<file path="config.mk">
export PLATFORM = sky130hd
export DESIGN_NAME = usb_tx_framer
export DESIGN_NICKNAME = d
export VERILOG_FILES = /design/src/rtl/usb_tx_framer_pkg.sv /design/src/rtl/usb_tx_fifo.sv /design/src/rtl/usb_tx_framer.sv
export SDC_FILE = /design/constraint.sdc
export NUM_CORES = 2
export LEC_CHECK = 0
export CORE_UTILIZATION = 45
export CTS_BUF_LIST = sky130_fd_sc_hd__clkbuf_16
export DETAILED_ROUTE_END_ITERATION = 10
export PLACE_DENSITY = 0.63
export SYNTH_ARGS = -nofsm -noshare
export SYNTH_HDL_FRONTEND = slang
export SYNTH_SLANG_ARGS = --single-unit
</file>
<file path="constraint.sdc">
create_clock -name clk_i -period 4.5 [get_ports clk_i]
set_input_delay 1.35 -clock clk_i [delete_from_list [all_inputs] [get_ports clk_i]]
set_output_delay 1.35 -clock clk_i [all_outputs]
set_load 0.005 [all_outputs]
</file>
<file path="src/rtl/usb_tx_framer_pkg.sv">
// usb_tx_framer_pkg: shared FMCW widths, frame marker bytes and FSM encoding.
// Host tools and the bench decode frames with these same constants.
package usb_tx_framer_pkg;

    localparam int unsigned FMCW_USBDW     = 8;
    localparam int unsigned FMCW_DW        = 12;
    localparam int unsigned FMCW_FRAME_LEN = 64;
    localparam int unsigned FMCW_FIFO_AW   = 7;

    localparam logic [7:0] USB_SYNC0 = 8'hA5;
    localparam logic [7:0] USB_SYNC1 = 8'h5A;
    localparam logic [7:0] USB_FILL  = 8'h00;

    typedef enum logic [2:0] {
        ST_IDLE = 3'd0,
        ST_HDR0 = 3'd1,
        ST_HDR1 = 3'd2,
        ST_CNT  = 3'd3,
        ST_DATA = 3'd4
`ifdef USB_TX_CHECKSUM_EN
        , ST_CSUM = 3'd5
`endif
    } tx_state_e;

endpackage

</file>
<file path="src/rtl/usb_tx_fifo.sv">
// usb_tx_fifo: synchronous first-word-fall-through sample FIFO.
// Exposes the head and the entry behind it so the framer never stalls.
import usb_tx_framer_pkg::*;

module usb_tx_fifo #(
    parameter int unsigned DW = FMCW_DW,
    parameter int unsigned AW = FMCW_FIFO_AW
) (
    input  logic          clk_i,
    input  logic          rst_i,
    input  logic          push_i,
    input  logic [DW-1:0] data_i,
    input  logic          pop_i,
    output logic [DW-1:0] head_o,
    output logic [DW-1:0] next_o,
    output logic          full_o,
    output logic          empty_o,
    output logic [AW:0]   count_o
);

    localparam int unsigned DEPTH = 2 ** AW;
    localparam int unsigned CW    = AW + 1;

    logic [DW-1:0] mem_q [DEPTH];
    logic [AW-1:0] wr_q;
    logic [AW-1:0] rd_q;
    logic [AW-1:0] rd_nx;
    logic [AW:0]   cnt_q;
    logic          push_ok;
    logic          pop_ok;

    assign full_o  = (cnt_q == CW'(DEPTH));
    assign empty_o = (cnt_q == '0);
    assign count_o = cnt_q;
    assign rd_nx   = rd_q + 1'b1;
    assign head_o  = mem_q[rd_q];
    assign next_o  = mem_q[rd_nx];

    // A pop frees the slot a same-cycle push lands in
    assign pop_ok  = pop_i && !empty_o;
    assign push_ok = push_i && (!full_o || pop_ok);

    always_ff @(posedge clk_i) begin
        if (push_ok) begin
            mem_q[wr_q] <= data_i;
        end
    end

    always_ff @(posedge clk_i or posedge rst_i) begin
        if (rst_i) begin
            wr_q  <= '0;
            rd_q  <= '0;
            cnt_q <= '0;
        end else begin
            if (push_ok) begin
                wr_q <= wr_q + 1'b1;
            end
            if (pop_ok) begin
                rd_q <= rd_nx;
            end
            cnt_q <= cnt_q + CW'(push_ok) - CW'(pop_ok);
        end
    end

endmodule

</file>
<file path="src/rtl/usb_tx_framer.sv">
// usb_tx_framer: packs buffered DSP samples into A5 5A CNT DATA.. byte frames.
// Define USB_TX_CHECKSUM_EN to append a mod-256 checksum byte to each frame.
import usb_tx_framer_pkg::*;

module usb_tx_framer #(
    parameter int unsigned      USBDW     = FMCW_USBDW,
    parameter int unsigned      DW        = FMCW_DW,
    parameter int unsigned      FRAME_LEN = FMCW_FRAME_LEN,
    parameter int unsigned      FIFO_AW   = FMCW_FIFO_AW,
    parameter logic [USBDW-1:0] SYNC0     = USBDW'(USB_SYNC0),
    parameter logic [USBDW-1:0] SYNC1     = USBDW'(USB_SYNC1),
    parameter logic [USBDW-1:0] FILL      = USBDW'(USB_FILL)
) (
    input  logic             clk_i,
    input  logic             rst_i,
    input  logic [DW-1:0]    data_i,
    input  logic             valid_i,
    output logic             ready_o,
    output logic             overflow_o,
    input  logic             txe_n_i,
    input  logic             wr_n_i,
    output logic [USBDW-1:0] wdata_o,
    output logic [7:0]       frame_cnt_o
);

    localparam int unsigned SB  = (DW + USBDW - 1) / USBDW;
    localparam int unsigned BIW = (SB > 1) ? $clog2(SB) : 1;
    localparam int unsigned SIW = (FRAME_LEN > 1) ? $clog2(FRAME_LEN) : 1;
    localparam int unsigned CW  = FIFO_AW + 1;

    if (2 ** FIFO_AW < FRAME_LEN) begin : g_depth_chk
        $error("usb_tx_framer: FIFO depth smaller than FRAME_LEN");
    end

    tx_state_e        state_q;
    logic [USBDW-1:0] wdata_q;
    logic [7:0]       frame_cnt_q;
    logic             overflow_q;
    logic [BIW-1:0]   byte_q;
    logic [SIW-1:0]   samp_q;

    logic [DW-1:0]    head;
    logic [DW-1:0]    next;
    logic             full;
    logic             empty;
    logic [CW-1:0]    count;
    logic             consume;
    logic             last_byte;
    logic             last_samp;
    logic             pop;
    logic             push;
    logic             ready;

`ifdef USB_TX_CHECKSUM_EN
    logic [7:0]       csum_q;
    logic [7:0]       csum_d;

    assign csum_d = csum_q + wdata_q[7:0];
`endif

    // Zero-extend to SB bytes, byte 0 is the most significant
    function automatic logic [USBDW-1:0] sample_byte(
        input logic [DW-1:0]  s,
        input logic [BIW-1:0] k
    );
        logic [SB*USBDW-1:0] ext;
        ext = '0;
        ext[DW-1:0] = s;
        return ext[(SB - 1 - int'(k)) * USBDW +: USBDW];
    endfunction

    assign consume   = !txe_n_i && !wr_n_i;
    assign last_byte = (byte_q == BIW'(SB - 1));
    assign last_samp = (samp_q == SIW'(FRAME_LEN - 1));
    assign pop       = consume && (state_q == ST_DATA) && last_byte && !empty;
    assign ready     = !full || pop;
    assign push      = valid_i && ready;

    usb_tx_fifo #(
        .DW (DW),
        .AW (FIFO_AW)
    ) u_fifo (
        .clk_i   (clk_i),
        .rst_i   (rst_i),
        .push_i  (push),
        .data_i  (data_i),
        .pop_i   (pop),
        .head_o  (head),
        .next_o  (next),
        .full_o  (full),
        .empty_o (empty),
        .count_o (count)
    );

    always_ff @(posedge clk_i or posedge rst_i) begin
        if (rst_i) begin
            state_q     <= ST_IDLE;
            wdata_q     <= FILL;
            frame_cnt_q <= '0;
            overflow_q  <= 1'b0;
            byte_q      <= '0;
            samp_q      <= '0;
`ifdef USB_TX_CHECKSUM_EN
            csum_q      <= '0;
`endif
        end else begin
            if (valid_i && !ready) begin
                overflow_q <= 1'b1;
            end
            if (consume) begin
                unique case (state_q)
                    ST_IDLE: begin
                        if (count >= CW'(FRAME_LEN)) begin
                            wdata_q <= SYNC0;
                            state_q <= ST_HDR0;
`ifdef USB_TX_CHECKSUM_EN
                            csum_q  <= '0;
`endif
                        end
                    end
                    ST_HDR0: begin
                        wdata_q <= SYNC1;
                        state_q <= ST_HDR1;
                    end
                    ST_HDR1: begin
                        wdata_q <= USBDW'(frame_cnt_q);
                        state_q <= ST_CNT;
                    end
                    ST_CNT: begin
                        wdata_q <= sample_byte(head, '0);
                        byte_q  <= '0;
                        samp_q  <= '0;
                        state_q <= ST_DATA;
`ifdef USB_TX_CHECKSUM_EN
                        csum_q  <= csum_d;
`endif
                    end
                    ST_DATA: begin
`ifdef USB_TX_CHECKSUM_EN
                        csum_q <= csum_d;
`endif
                        if (!last_byte) begin
                            byte_q  <= byte_q + 1'b1;
                            wdata_q <= sample_byte(head, byte_q + 1'b1);
                        end else if (!last_samp) begin
                            byte_q  <= '0;
                            samp_q  <= samp_q + 1'b1;
                            wdata_q <= sample_byte(next, '0);
                        end else begin
                            byte_q  <= '0;
                            samp_q  <= '0;
`ifdef USB_TX_CHECKSUM_EN
                            wdata_q <= USBDW'(csum_d);
                            state_q <= ST_CSUM;
`else
                            wdata_q     <= FILL;
                            frame_cnt_q <= frame_cnt_q + 8'd1;
                            state_q     <= ST_IDLE;
`endif
                        end
                    end
`ifdef USB_TX_CHECKSUM_EN
                    ST_CSUM: begin
                        wdata_q     <= FILL;
                        frame_cnt_q <= frame_cnt_q + 8'd1;
                        state_q     <= ST_IDLE;
                    end
`endif
                    default: begin
                        wdata_q <= FILL;
                        state_q <= ST_IDLE;
                    end
                endcase
            end
        end
    end

    assign ready_o     = ready;
    assign overflow_o  = overflow_q;
    assign wdata_o     = wdata_q;
    assign frame_cnt_o = frame_cnt_q;

endmodule

</file>
======== After elaboration in Yosys (flattened, before gate mapping) ========
Memories as Yosys holds them, arrays and structs flattened.
Cells that the tools add are included.
operators by class
  multiplexer cells ....................... 15
  shift-type cells ........................ 1
  equal/unequal tests ..................... 9
  add/sub/neg operators ................... 8
  reductions and logical operators ........ 23
  order comparisons ....................... 1
operators by type and width
  kind                 number
  $pmux 8 s5           1
  $shiftx 16x33->8     1
  $mux 8               2
  $pmux 3 s5           1
  $add 7x1->7 const B  2
  $mux 6               2
  $pmux 6 s2           1
  $mux 3               3
  $add 8x1->8          1
  $add 8x1->8 const B  1
  $eq 8x8->1 const B   1
  $ge 8x7->1 const B   1
  $logic_and 1x1->1    8
  $logic_not 8->1      1
  $reduce_and 4->1     2
  $sub 8x1->8          1
  $add 6x1->6 const B  1
  $eq 3x2->1 const B   2
  $eq 6x6->1 const B   1
  $ne 2x2->1 const B   3
  $logic_not 1->1      5
  $mux 4               1
  $reduce_and 2->1     2
  $eq 3x1->1 const B   1
  9 further kinds      12
word-level totals
  logic and storage cells ................. 67
  input port bits ......................... 17
  memories ................................ 1
  output and inout port bits .............. 18
  memory bits (writable) .................. 1536
  register bits ........................... 49
memories
  memory        words  width  rd ports  clocked after Yosys merged registers in  wr ports  RTL line           text
  u_fifo.mem_q  128    12     2         0                                        1         usb_tx_fifo.sv:24  logic [DW-1:0] mem_q [DEPTH];

======== Logic depth before layout (Yosys ltp) ========
  word-level depth ........................ 10
  mapped depth ............................ 14
  depth with buffers taken out ............ 14

======== Cells and area by module ========
Synthesis repeated with hierarchy kept, for this count alone.
second synthesis, totals
  cell total of the unflattened synthesis .. 3669
  area, all modules ....................... 74057.3 um^2
by module, submodules not included
  module         sequential area each (um^2)  instances  area an instance (um^2)  cells each
  usb_tx_fifo    46674.8                      1          72449.5                  3498
  usb_tx_framer  675.6                        1          1607.8                   171

======== Worst setup path after synthesis ========
OpenSTA, ideal clock, no wires.
  path type ............................... input to register
  from .................................... input port txe_n_i
  to ...................................... memory u_fifo.mem_q[127][0] in the netlist's numbering (enable)
  stages on the path ...................... 8
  setup time .............................. 380 ps
  data required time ...................... 4120 ps
  path buffers ............................ 2
  path slack .............................. 682 ps
  arrival ................................. 3437 ps
  cells stage by stage .................... nor2_1 -> nand4_1 -> o211ai_1 -> and3_1 -> clkbuf_1 -> nand3_1 -> clkbuf_1 -> nor2_1
on the way
  longest elaborated chain between the ends .. 10
RTL lines
  element                          RTL line             text
  start, declared                  usb_tx_framer.sv:20  input logic txe_n_i,
  $logic_not 1->1                  usb_tx_framer.sv:72  assign consume = !txe_n_i && !wr_n_i;
  $logic_and 1x1->1                usb_tx_framer.sv:72
  $logic_and 1x1->1 (3 in series)  usb_tx_framer.sv:75  assign pop = consume && (state_q == ST_DATA) && last_byte && !empty;
  $logic_or 1x1->1                 usb_tx_framer.sv:76  assign ready = !full || pop;
  net ready_o                      usb_tx_framer.sv:18  output logic ready_o,
  $logic_and 1x1->1                usb_tx_framer.sv:77  assign push = valid_i && ready;
  $logic_and 1x1->1                usb_tx_fifo.sv:41    assign push_ok = push_i && (!full_o || pop_ok);
  $mux 1                           usb_tx_fifo.sv:44    if (push_ok) begin
  $mux 1 (implied by the code)     usb_tx_fifo.sv:45    mem_q[wr_q] <= data_i;
  end, declared                    usb_tx_fifo.sv:24
The timed path passes the listed nets, and every way through them passes these cells.

======== Final worst setup path ========
  from .................................... input port txe_n_i
  to ...................................... output port ready_o
on the way
  longest elaborated chain between the ends .. 6
RTL lines
  element                          RTL line
  $logic_not 1->1                  usb_tx_framer.sv:72
  $logic_and 1x1->1                usb_tx_framer.sv:72
  $logic_and 1x1->1 (3 in series)  usb_tx_framer.sv:75
  $logic_or 1x1->1                 usb_tx_framer.sv:76
  end, declared                    usb_tx_framer.sv:18
No other way between the ends.

==> results.ini <==
[run_status]
status=completed

[critical_path]
crit_required_ns=3.15
critPathCaptureType=primary output
cp_slowest_cell=clkdlybuf4s50_1
crit_type=primary input to primary output
crit_family=buffers and inverters
cp-start-kind=primary input
worst_path_most_repeated_cell=clkdlybuf4s50_1
path_buf_inv=2
critPathMaxFanout=4
max_stage_delay_ns=0.57
crit_chain=clkdlybuf4s50_1 -> nor2_2 -> nand4_1 -> o211ai_1 -> clkdlybuf4s50_1
cp.arrival_ns=3.08

[yosys]
yosysMostFrequentCell=edfxtp_1
syn_nets=3368
synth_cells=3334
synth_simple_gate_area_share_pct=3.08
synth_edf_count=1536
synth.top_cell.area_share_pct=69.6
synth_top_family_by_area=multiplexers
synth_seq_cells=1585
syn_area_um2=66300
synth_flop_cell=edfxtp_1
synth-xor-area-share_pct=0.423
synth_compound_area_share_pct=3.46
synth_cell_types=64
syn_avg_cell_area_um2=19.9
synthArstFlopShare_pct=3.09
synth.mux.area_fraction_pct=19.4
synth_area_leaders=edfxtp_1 70%, mux4_2 16%, mux2i_1 3.2%, dfrtp_1 1.9%, o221ai_1 1.1%
netlist.top_cell.by_area=edfxtp_1
synthTopCellsByCount=1,536 x edfxtp_1, 471 x mux4_2, 212 x mux2i_1, 180 x nor2_1, 92 x nand2_1
yosysWarningCount=0
ys_seq_area_share_pct=71.4
synthAdderAreaFrac_pct=0.332

[sta]
setup_viol=0
final_max_slew_viol_count=0
worstMarginPinSlew_ns=0.971
timing.fmax_mhz=226
hold_violations=0
fin_crit_ns=4.43
fin_crit_sh_pct=98.4
worst_slack_ns=0.0708
fin_skew_ns=0.0210
maxSlewHeadroom_pct=35.3

[power]
p_seq_share_pct=46.8
power_frac_comb_pct=16.7
swShare_pct=25.8
internal_power_mw=26.7
p_clk_share_pct=36.5
total_power_mw=36.0
ir_worst_vdd_uv=435
power_density_nw_per_um2=474
p_sw_mw=9.29
p_leak_nw=23.5

[global_route]
grt_overflow=0
grt_max_degree=129
track_usage_pct=25.5
grt_pass1_wl_um=266000
antenna_found_initial=6
grt_pass1_vias=35100

[floorplanning]
core_um2=146000
die_h_um=386
row_count=140
die_x_um=386
die_area_um2=149000
ios=35
initial_utilization_pct=45.4

[min_path]
hold_class=flip-flop to flip-flop

[final_layout]
instances_no_fill=5674
fillCellCount=11400
final_area_um2=75900
syn_to_final_growth_pct=14.5
final_layout_size_suffix_gt1_share_pct=27.8
seqCellArea_um2=47400
fin_nets=3659
multiInputGateArea_um2=17700

[drt]
routedWlPerCell_um=33.2
num_vias=36400
drc=0
top_layer_used=met5
dr.pass1.iters=6
route.met3.wl_um=19000
drtIter0Drc=5138
met1_length_um=76100
routed_wl_um=188000
wl_met2_um=85900
postRouteAntennaNets=0
routed_via_density=6.41

[placed_design]
place_congestion=0.999
post_dp_cell_area_um2=70700
dp.cells=5377
port_buffers=34
place_ws_ns=0.0621
post-dp-hpwl_um=122000

[clocking]
ctsHoldBuffers=0
clk_path_buf_depth=3
htreeDepth=4
cts.sinks=1585
cts-root-buf=clkbuf_16
cts_tree=done
path_clk_slew_ns=0.06
numCtsBuffers=161
clock_latency_ns=0.80

[job]
drv_cap=0

## logic make-up after synthesis
group | Yosys count
flip-flops | 1585
multiplexers | 694
AND/OR/NAND/NOR | 447
AO/OA/AOI/OAI | 325
buffers and inverters | 234
XOR/XNOR | 32
adder cells (fa/ha/maj) | 17
## layout by cell type (no fill, tap or decap), types with 9 or more instances in the layout
cell	Yosys	routed
a211oi_1	9	9
xnor2_1	23	20
dfrtp_1	49	44
bufinv_16	0	16
buf_4	38	276
edfxtp_1	1536	1536
o221ai_1	84	84
o21ai_0	26	26
nor2_1	180	179
clkdlybuf4s50_1	0	22
a31oi_1	9	9
ha_1	16	15
mux2_2	11	11
buf_12	0	42
inv_1	20	52
a21oi_1	67	67
nor3_1	51	51
mux4_2	471	471
clkinv_2	0	19
o22ai_1	55	55
a22oi_1	15	15
clkinv_1	0	42
nand2_1	92	91
nand4_1	16	16
mux2i_1	212	212
clkbuf_16	0	163
nand3_1	38	38
nor2b_1	16	16
## worst reg2reg max path, stage by stage (launching register included)
cell and delay, ns:
dfrtp_4 0.76, buf_12 0.28, buf_12 0.24, buf_4 0.26, mux4_2 0.58, mux2_2 0.30, o221a_2 0.30, a31oi_1 0.67
a31oi_1 0.21, a21oi_1 0.15, a31oi_1 0.10
## state kept, by name, summed over array words and instances (netlist names)
name,cells
u_fifo.wr_q,7
u_fifo.count_o,8
frame_cnt_o,8
samp_q,6
u_fifo.mem_q,1536
byte_q,1
u_fifo.rd_q,7
state_q,3
overflow_o,1
wdata_o,8
## cell type report
class	instances	share of cell area (%)
Sequential cell	1585	62.4
Multi-Input combinational cell	1515	23.4
Clock buffer	163	5.37
Timing Repair Buffer	341	4.14
Tap cell	1917	3.16
Clock inverter	130	1.41
Inverter	21	0.109
Antenna cell	2	0.00659
## per-stage QoR
stage | TNS, ns | hold slack (ns) | util (%)
final | 0 | 0.503 | 52.0
after global routing | -0.00175 | 0.523 | 52.0
after CTS | 0 | 0.503 | 52.0
after detailed placement | 0 | 0.488 | 48.5
after global placement | 0 | 0.475 | 48.5
after floorplan | 0 | 0.449 | -
## worst paths after layout
check,from,end,slack [ns],cells past startpoint
max reg2reg,u_fifo.rd_q[0],wdata_o[1],0.53,10
max in group asynchronous,rst_i,u_fifo.rd_q[2],2.75,3
min reg2reg,samp_q[5],samp_q[5],0.50,1
max,txe_n_i,ready_o,0.07,5
min in group asynchronous,rst_i,wdata_o[7],0.95,2
min,samp_q[5],samp_q[5],0.50,1
## power groups by stage
stage	Combinational (mW)	Sequential, mW	Clock, mW
2_1_floorplan	3.93	17.0	0
3_3_place_gp	5.97	17.1	0
3_5_place_dp	6.00	17.1	0
4_1_cts	6.02	16.8	13.3
5_1_grt	6.31	16.9	13.8
6_report	6.01	16.9	13.1
## routing by layer
| metal | vias to the layer above | GRT usage (%) |
|---|---|---|
| met5 | - | 0 |
| met4 | 4 | 9.08 |
| met3 | 367 | 5.86 |
| met2 | 2094 | 38.3 |
| met1 | 19300 | 36.6 |
| li1 | 14600 | - |
## repair_timing
action / in CTS / in global routing
hold endpoints to repair: 0 / 0
setup endpoints to repair: 0 / 1
buffers inserted: 0 / 2
gates resized for setup: 0 / 1
Power figures use the tool's default switching activity.
